### src/rtl/elevator_pkg.sv
// Shared constants and types for the elevator request side.
// Floor/direction/door codes and the sweep state enum.
package elevator_pkg;

    localparam int NUM_FLOOR = 7;
    localparam int FLOOR_W   = 3;

    localparam logic [FLOOR_W-1:0] FLOOR_NONE = '0;

    localparam logic [1:0] DIR_UP   = 2'b10;
    localparam logic [1:0] DIR_DN   = 2'b01;
    localparam logic [1:0] DIR_NONE = 2'b00;

    localparam logic OPEN  = 1'b1;
    localparam logic CLOSE = 1'b0;

    typedef enum logic [1:0] {
        IDLE,
        UP,
        DOWN
    } sweep_t;

endpackage

### src/rtl/elevator_call_pick.sv
// Combinational SCAN target picker over the pending call vectors.
// Ports: car/up/dn calls (floor-indexed), floor_in, state -> any_above/below/here, next_floor, next_dir.
module elevator_call_pick
    import elevator_pkg::*;
(
    input  logic [NUM_FLOOR:1] car,
    input  logic [NUM_FLOOR:1] up,
    input  logic [NUM_FLOOR:1] dn,
    input  logic [FLOOR_W-1:0] floor_in,
    input  sweep_t             state,
    output logic               any_above,
    output logic               any_below,
    output logic               any_here,
    output logic [FLOOR_W-1:0] next_floor,
    output logic [1:0]         next_dir
);

    logic [NUM_FLOOR:1] any_call;
    logic [FLOOR_W-1:0] up_lo;
    logic [FLOOR_W-1:0] up_lo_dn;
    logic [FLOOR_W-1:0] dn_hi;
    logic [FLOOR_W-1:0] dn_hi_up;
    logic [FLOOR_W-1:0] near_a;
    logic [FLOOR_W-1:0] near_b;
    logic [FLOOR_W-1:0] dist_a;
    logic [FLOOR_W-1:0] dist_b;

    assign any_call = car | up | dn;
    assign dist_a   = near_a - floor_in;
    assign dist_b   = floor_in - near_b;

    // Searches include the current floor so a call being served keeps
    // the target pinned until its clear lands.
    always_comb begin
        any_above = 1'b0;
        any_below = 1'b0;
        any_here  = 1'b0;
        up_lo     = FLOOR_NONE;
        up_lo_dn  = FLOOR_NONE;
        dn_hi     = FLOOR_NONE;
        dn_hi_up  = FLOOR_NONE;
        near_a    = FLOOR_NONE;
        near_b    = FLOOR_NONE;
        // Ascending scan: last hit is the highest floor.
        for (int i = 1; i <= NUM_FLOOR; i++) begin
            if (any_call[i] && i > int'(floor_in))
                any_above = 1'b1;
            if (any_call[i] && i == int'(floor_in))
                any_here = 1'b1;
            if (any_call[i] && i < int'(floor_in)) begin
                any_below = 1'b1;
                near_b    = FLOOR_W'(i);
            end
            if ((car[i] || dn[i]) && i <= int'(floor_in))
                dn_hi = FLOOR_W'(i);
            if (dn[i] && i >= int'(floor_in))
                dn_hi_up = FLOOR_W'(i);
        end
        // Descending scan: last hit is the lowest floor.
        for (int i = NUM_FLOOR; i >= 1; i--) begin
            if (any_call[i] && i > int'(floor_in))
                near_a = FLOOR_W'(i);
            if ((car[i] || up[i]) && i >= int'(floor_in))
                up_lo = FLOOR_W'(i);
            if (up[i] && i <= int'(floor_in))
                up_lo_dn = FLOOR_W'(i);
        end
    end

    always_comb begin
        next_floor = FLOOR_NONE;
        next_dir   = DIR_NONE;
        unique case (state)
            IDLE: begin
                // next_dir here is the sweep to start; ties go up.
                if (any_above && (!any_below || dist_a <= dist_b)) begin
                    next_floor = near_a;
                    next_dir   = DIR_UP;
                end else if (any_below) begin
                    next_floor = near_b;
                    next_dir   = DIR_DN;
                end else if (any_here) begin
                    next_floor = floor_in;
                end
            end
            UP: begin
                if (up_lo != FLOOR_NONE) begin
                    next_floor = up_lo;
                    next_dir   = DIR_UP;
                end else if (dn_hi_up != FLOOR_NONE) begin
                    next_floor = dn_hi_up;
                    next_dir   = DIR_DN;
                end
            end
            DOWN: begin
                if (dn_hi != FLOOR_NONE) begin
                    next_floor = dn_hi;
                    next_dir   = DIR_DN;
                end else if (up_lo_dn != FLOOR_NONE) begin
                    next_floor = up_lo_dn;
                    next_dir   = DIR_UP;
                end
            end
            default: ;
        endcase
    end

endmodule

### src/rtl/elevator_call_scheduler.sv
// Latches car/hall calls, drives lamps and a registered SCAN target.
// Ports: clk, reset, CarBtn/HallUpBtn/HallDnBtn, FloorIn/DirectIn/DoorIn -> TargetFloor/TargetDirect, lamps.
module elevator_call_scheduler
    import elevator_pkg::*;
(
    input  logic                 clk,
    input  logic                 reset,
    input  logic [NUM_FLOOR:1]   CarBtn,
    input  logic [NUM_FLOOR-1:1] HallUpBtn,
    input  logic [NUM_FLOOR:2]   HallDnBtn,
    input  logic [FLOOR_W-1:0]   FloorIn,
    input  logic [1:0]           DirectIn,
    input  logic                 DoorIn,
    output logic [FLOOR_W-1:0]   TargetFloor,
    output logic [1:0]           TargetDirect,
    output logic [NUM_FLOOR:1]   CarLamp,
    output logic [NUM_FLOOR-1:1] UpLamp,
    output logic [NUM_FLOOR:2]   DnLamp
);

    logic [NUM_FLOOR:1]   car_q;
    logic [NUM_FLOOR-1:1] up_q;
    logic [NUM_FLOOR:2]   dn_q;
    logic [NUM_FLOOR:1]   car_clr;
    logic [NUM_FLOOR-1:1] up_clr;
    logic [NUM_FLOOR:2]   dn_clr;
    logic [NUM_FLOOR:1]   up_w;
    logic [NUM_FLOOR:1]   dn_w;

    sweep_t state_q;
    sweep_t state_d;

    logic               floor_ok;
    logic               serve;
    logic               any_above;
    logic               any_below;
    logic               any_here;
    logic [FLOOR_W-1:0] next_floor;
    logic [1:0]         next_dir;

    assign floor_ok = (FloorIn != FLOOR_NONE) && (int'(FloorIn) <= NUM_FLOOR);
    assign serve    = (DoorIn == OPEN) && floor_ok;

    // No up call at the top floor, no down call at the bottom.
    assign up_w = {1'b0, up_q};
    assign dn_w = {dn_q, 1'b0};

    assign CarLamp = car_q;
    assign UpLamp  = up_q;
    assign DnLamp  = dn_q;

    elevator_call_pick u_pick (
        .car        (car_q),
        .up         (up_w),
        .dn         (dn_w),
        .floor_in   (FloorIn),
        .state      (state_q),
        .any_above  (any_above),
        .any_below  (any_below),
        .any_here   (any_here),
        .next_floor (next_floor),
        .next_dir   (next_dir)
    );

    // A hall call in the opposite direction is only retired here
    // when the sweep has nothing left to do past this floor.
    always_comb begin
        car_clr = '0;
        up_clr  = '0;
        dn_clr  = '0;
        if (serve) begin
            for (int i = 1; i <= NUM_FLOOR; i++)
                if (int'(FloorIn) == i)
                    car_clr[i] = 1'b1;
            for (int i = 1; i < NUM_FLOOR; i++)
                if (int'(FloorIn) == i && (state_q != DOWN || !any_below))
                    up_clr[i] = 1'b1;
            for (int i = 2; i <= NUM_FLOOR; i++)
                if (int'(FloorIn) == i && (state_q != UP || !any_above))
                    dn_clr[i] = 1'b1;
        end
    end

    always_ff @(posedge clk) begin
        if (reset) begin
            car_q <= '0;
            up_q  <= '0;
            dn_q  <= '0;
        end else begin
            car_q <= (car_q | CarBtn) & ~car_clr;
            up_q  <= (up_q | HallUpBtn) & ~up_clr;
            dn_q  <= (dn_q | HallDnBtn) & ~dn_clr;
        end
    end

    always_ff @(posedge clk) begin
        if (reset)
            state_q <= IDLE;
        else
            state_q <= state_d;
    end

    always_comb begin
        state_d = state_q;
        if (floor_ok) begin
            unique case (state_q)
                IDLE:
                    if (any_above || any_below)
                        state_d = (next_dir == DIR_UP) ? UP : DOWN;
                UP:
                    if (next_floor == FLOOR_NONE)
                        state_d = any_below ? DOWN : IDLE;
                DOWN:
                    if (next_floor == FLOOR_NONE)
                        state_d = any_above ? UP : IDLE;
                default:
                    state_d = IDLE;
            endcase
        end
    end

    // Outputs freeze while the floor code is invalid.
    always_ff @(posedge clk) begin
        if (reset) begin
            TargetFloor  <= FLOOR_NONE;
            TargetDirect <= DIR_NONE;
        end else if (floor_ok) begin
            TargetFloor <= next_floor;
            if (state_q == IDLE || next_floor == FLOOR_NONE)
                TargetDirect <= DIR_NONE;
            else
                TargetDirect <= next_dir;
        end
    end

    a_dir_consistent: assert property (
        @(posedge clk) disable iff (reset)
        !(((state_q == UP) && (DirectIn == DIR_DN)) ||
          ((state_q == DOWN) && (DirectIn == DIR_UP))) ||
        (TargetFloor == FLOOR_NONE)
    );

endmodule

### config.mk
export PLATFORM = sky130hd
export DESIGN_NAME = elevator_call_scheduler
export DESIGN_NICKNAME = d
export VERILOG_FILES = /design/src/rtl/elevator_pkg.sv /design/src/rtl/elevator_call_pick.sv /design/src/rtl/elevator_call_scheduler.sv
export SDC_FILE = /design/constraint.sdc
export NUM_CORES = 1
export LEC_CHECK = 0
export CAP_MARGIN = 20
export CORE_AREA = 2 2 92 94
export CTS_BUF_LIST = sky130_fd_sc_hd__clkbuf_4
export DETAILED_ROUTE_END_ITERATION = 7
export DIE_AREA = 0 0 94 96
export PLACE_DENSITY = 0.59
export SLEW_MARGIN = 10
export SYNTH_ARGS = -nofsm -noshare
export SYNTH_HDL_FRONTEND = slang
export SYNTH_SLANG_ARGS = --single-unit
### constraint.sdc
create_clock -name clk -period 3.7 [get_ports clk]
set_input_delay 0.74 -clock clk [delete_from_list [all_inputs] [get_ports clk]]
set_output_delay 0.74 -clock clk [all_outputs]
set_load 0.05 [all_outputs]
==> impl_metrics.py <==
metrics = {
    "sta": {
        "setup_slack_ns": -0.0353,
        "finClkSkew_ns": 0.00453,
        "fmaxAchievable_ghz": 0.268,
        "relSlewSlack": 0.611,
        "final_max_slew_viol_count": 0,
        "finalCritPeriodShare": 1.01,
        "period_needed_ns": 3.74,
        "finalHoldViolCount": 0,
        "rsz0062_at_grt": "true",
        "setup_viol_count_final": 2,
        "worst_pin_slew_ns": 0.582,
    },
    "place": {
        "gp_congestion": 0.937,
        "placed_cells": 532,
        "dpl.hpwl_mm": 6.89,
        "port-buffer-count": 48,
    },
    "global_routing": {
        "antenna_found_initial": 0,
        "grt_pass1_wl_mm": 14.6,
        "grtUsageTotal": 0.204,
        "grt_pass1_vias": 2956,
        "grt_max_degree": 16,
        "grt_overflow": 0,
    },
    "critical_path": {
        "path_buf_inv": 3,
        "crit_required_ns": 3.99,
        "startpoint_type": "input pin",
        "max_stage_delay_ns": 0.56,
        "crit_slowest_cell": "fa_2",
        "critical_path.cell_chain": "buf_4 > buf_6 > or3_4 > o221ai_4 > o31ai_4 > ha_2 > fa_2 > inv_2 > ha_4 > nor2b_4 > o21ai_2 > a32oi_2 > a22oi_2 > a211o_1 > o211ai_1 > nand4b_1 > nand3_1",
        "end_kind": "register",
        "rr_startpoint": "UpLamp[6]$_SDFF_PP0_",
        "crit_arrival_ns": 4.02,
        "reg2reg_slack_ns": 0.04,
        "path_class": "in -> reg",
        "critPathMaxFanout": 5,
        "reg2reg_to": "state_q[0]$_SDFFE_PP0P_",
        "ff2ff_path_depth": 15,
        "cpLargestDelayFamily": "compound AO/OA/AOI/OAI gates",
    },
    "route": {
        "drc": 0,
        "drt_iter0_drc": 211,
        "vias": 3009,
        "postRouteAntennaNets": 0,
        "wl_per_cell_um": 16.4,
        "vias_per_cell": 5.50,
        "drt-pass1-iter-count": 4,
        "drt_wl_total_mm": 9.00,
    },
    "finish": {
        "nFillCells": 798,
        "stdcell_count": 547,
        "antenna_cells": 0,
        "post-route-util": 0.464,
        "layout-drive-gt1-share": 0.312,
        "nets": 477,
        "area_growth_pct": 57.6,
    },
    "logic_synthesis": {
        "syn_area_per_cell_um2": 7.24,
        "synthesis.area_um2": 2370,
        "ys_seq_area_frac": 0.220,
        "ys_ff_latch": 26,
        "ys.flop_type": "dfxtp_1",
        "synth.net_count": 361,
        "synth_cells": 327,
        "synth.distinct_cells": 70,
        "ys_warn_count": 0,
        "async_flop_share": 0,
        "synth_edf_count": 0,
    },
    "cts": {
        "clkLatencyLatePin_ns": 0.34,
        "cts_tree": "built",
        "postCtsHoldBufs": 0,
        "ctsHtreeMaxLevel": 1,
        "cts_root_buf": "clkbuf_4",
        "clockBufferDepth": 2,
        "clkSlewWorstSetupHoldPaths_ns": 0.15,
        "cts_buffers": 3,
        "clock_sinks": 26,
    },
    "floorplanning": {
        "placementRows": 33,
        "pin_count": 51,
        "die_h_um": 96,
        "die_area_um2": 9020,
        "die_x_um": 94,
        "core_area_um2": 8050,
        "initial_core_util": 0.294,
    },
    "run_status": {
        "violations": "negative setup slack",
        "status": "complete, but fails checks",
    },
    "pwr": {
        "powerDensity_nw_per_um2": 425,
        "power.leakage_nw": 1.52,
        "ir_worst_vdd_v": 0.000146,
        "power_w": 0.00159,
    },
    "min_path": {
        "hold_path_class": "reg -> reg",
        "worstHoldStart": "TargetFloor[2]$_SDFFE_PP0N_",
        "min_to": "TargetFloor[2]$_SDFFE_PP0N_",
        "hold-path-cell-count": 2,
    },
    "flow_run": {
        "cap_violations": 0,
    },
}
==> worst register-to-register path: cells and delay by family (launching register included) <==
family / cells / cell delay [ns]
flip-flops: 1 / 0.40
AND/OR/NAND/NOR: 4 / 0.89
adder cells (fa/ha/maj): 3 / 1.03
AO/OA/AOI/OAI: 7 / 1.26
buffers and inverters: 1 / 0.04
==> stage by stage <==
step	TNS (ns)	instance area, µm²	hold WS [ns]	setup WS, ns
3_5_place_dp	-4.64	3450	0.462	-0.978
2_1_floorplan	-0.815	2420	0.685	-0.222
4_1_cts	0	3680	0.485	0.00126
6_report	-0.0573	3730	0.490	-0.0353
5_1_grt	-0.514	3730	0.517	-0.169
3_3_place_gp	-3.71	3450	0.450	-0.780
==> placed cells by master (no fill, tap or decap), types with 3 or more instances in the layout <==
cell	instances
or3_1	5
and3_1	3
nor3_1	15
a21oi_1	16
o21bai_1	3
nor2b_1	6
nand2b_1	5
a2bb2oi_1	3
clkbuf_4	3
or2_2	3
a31oi_1	5
inv_2	3
inv_1	8
o22ai_1	7
buf_6	8
nand2_1	16
o31ai_1	3
nor3b_1	3
o211ai_1	5
o21ai_2	3
buf_4	78
clkdlybuf4s50_1	45
nand3_1	6
a211oi_1	12
o21ai_0	16
o21ai_1	4
nor3_2	3
a21oi_2	4
nor2_1	48
o21a_1	6
dfxtp_1	25
==> synthesized netlist by cell type, types with 3 or more instances <==
library cell	number	area, µm²
or2_2	3	18.8
ha_1	5	62.6
nor2b_1	7	43.8
a2bb2oi_1	3	26.3
a21oi_1	19	95.1
o31ai_1	5	37.5
clkbuf_1	10	37.5
o21ai_0	21	105
a211oi_1	13	97.6
nor2_1	48	180
nor3_1	17	85.1
nor3b_1	4	30.0
o21bai_1	3	22.5
o22ai_1	9	56.3
nand2_1	18	67.6
a31oi_1	5	31.3
buf_2	9	45.0
nand2b_1	5	31.3
o211ai_1	5	37.5
o21a_1	6	45.0
inv_1	11	41.3
or3_1	7	43.8
and3_1	3	18.8
dfxtp_1	26	521
nand3_1	8	40.0
==> what timing repair did <==
item | CTS | global route
resized for setup | 50 | 10
cloned | 2 | 0
setup buffers | 7 | 2
setup endpoints to repair | 5 | 5
pin swaps | 21 | 11
==> cells by family (layout without fill, tap and decap cells) <==
logic type	count (synthesis)	after routing	synth area share
XOR/XNOR	4	4	0.0148
flip-flops	26	26	0.220
multiplexers	2	2	0.00898
AND/OR/NAND/NOR	135	135	0.291
buffers and inverters	33	148	0.0618
AO/OA/AOI/OAI	120	120	0.361
adder cells (fa/ha/maj)	7	7	0.0433
==> cell type report <==
class,instances,area (µm²),area share
Clock inverter,1,3.75,0.00101
Multi-Input combinational cell,268,1880,0.503
Clock buffer,3,22.5,0.00603
Sequential cell,26,522,0.140
Timing Repair Buffer,133,1140,0.304
Tap cell,105,131,0.0352
Inverter,11,41.3,0.0111
==> flip-flops by register name (all words and copies together), names as in the netlist <==
name / flops
state_q: 2
DnLamp: 6
CarLamp: 7
UpLamp: 6
TargetFloor: 3
TargetDirect: 2
==> worst max-delay path by stage <==
| stage | start | endpoint | slack (ns) | cells after the start |
|---|---|---|---|---|
| detailed placement | FloorIn[2] | state_q[0]$_SDFFE_PP0P_ | -0.98 | 18 |
| global placement | FloorIn[2] | TargetFloor[1]$_SDFFE_PP0N_ | -0.78 | 17 |
| CTS | FloorIn[2] | state_q[0]$_SDFFE_PP0P_ | 0.001 | 19 |
| floorplan | FloorIn[0] | TargetFloor[1]$_SDFFE_PP0N_ | -0.22 | 17 |
| global route | FloorIn[2] | state_q[1]$_SDFFE_PP0P_ | -0.17 | 17 |
| finish | FloorIn[2] | state_q[0]$_SDFFE_PP0P_ | -0.04 | 17 |
==> power by group <==
group	total (W)	switching [W]	internal (W)
clock	0.000135	0.0000949	0.0000397
sequential	0.000380	0.0000542	0.000326
combinational	0.00107	0.000587	0.000485
==> routing by layer <==
metal	vias to the layer above	track usage	wire, µm
li1	1454	-	-
met1	1418	0.267	3880
met2	112	0.355	4320
met3	25	0.0110	482
met4	0	0.0773	320
met5	-	0	0
(Power assumes the default switching activity.)
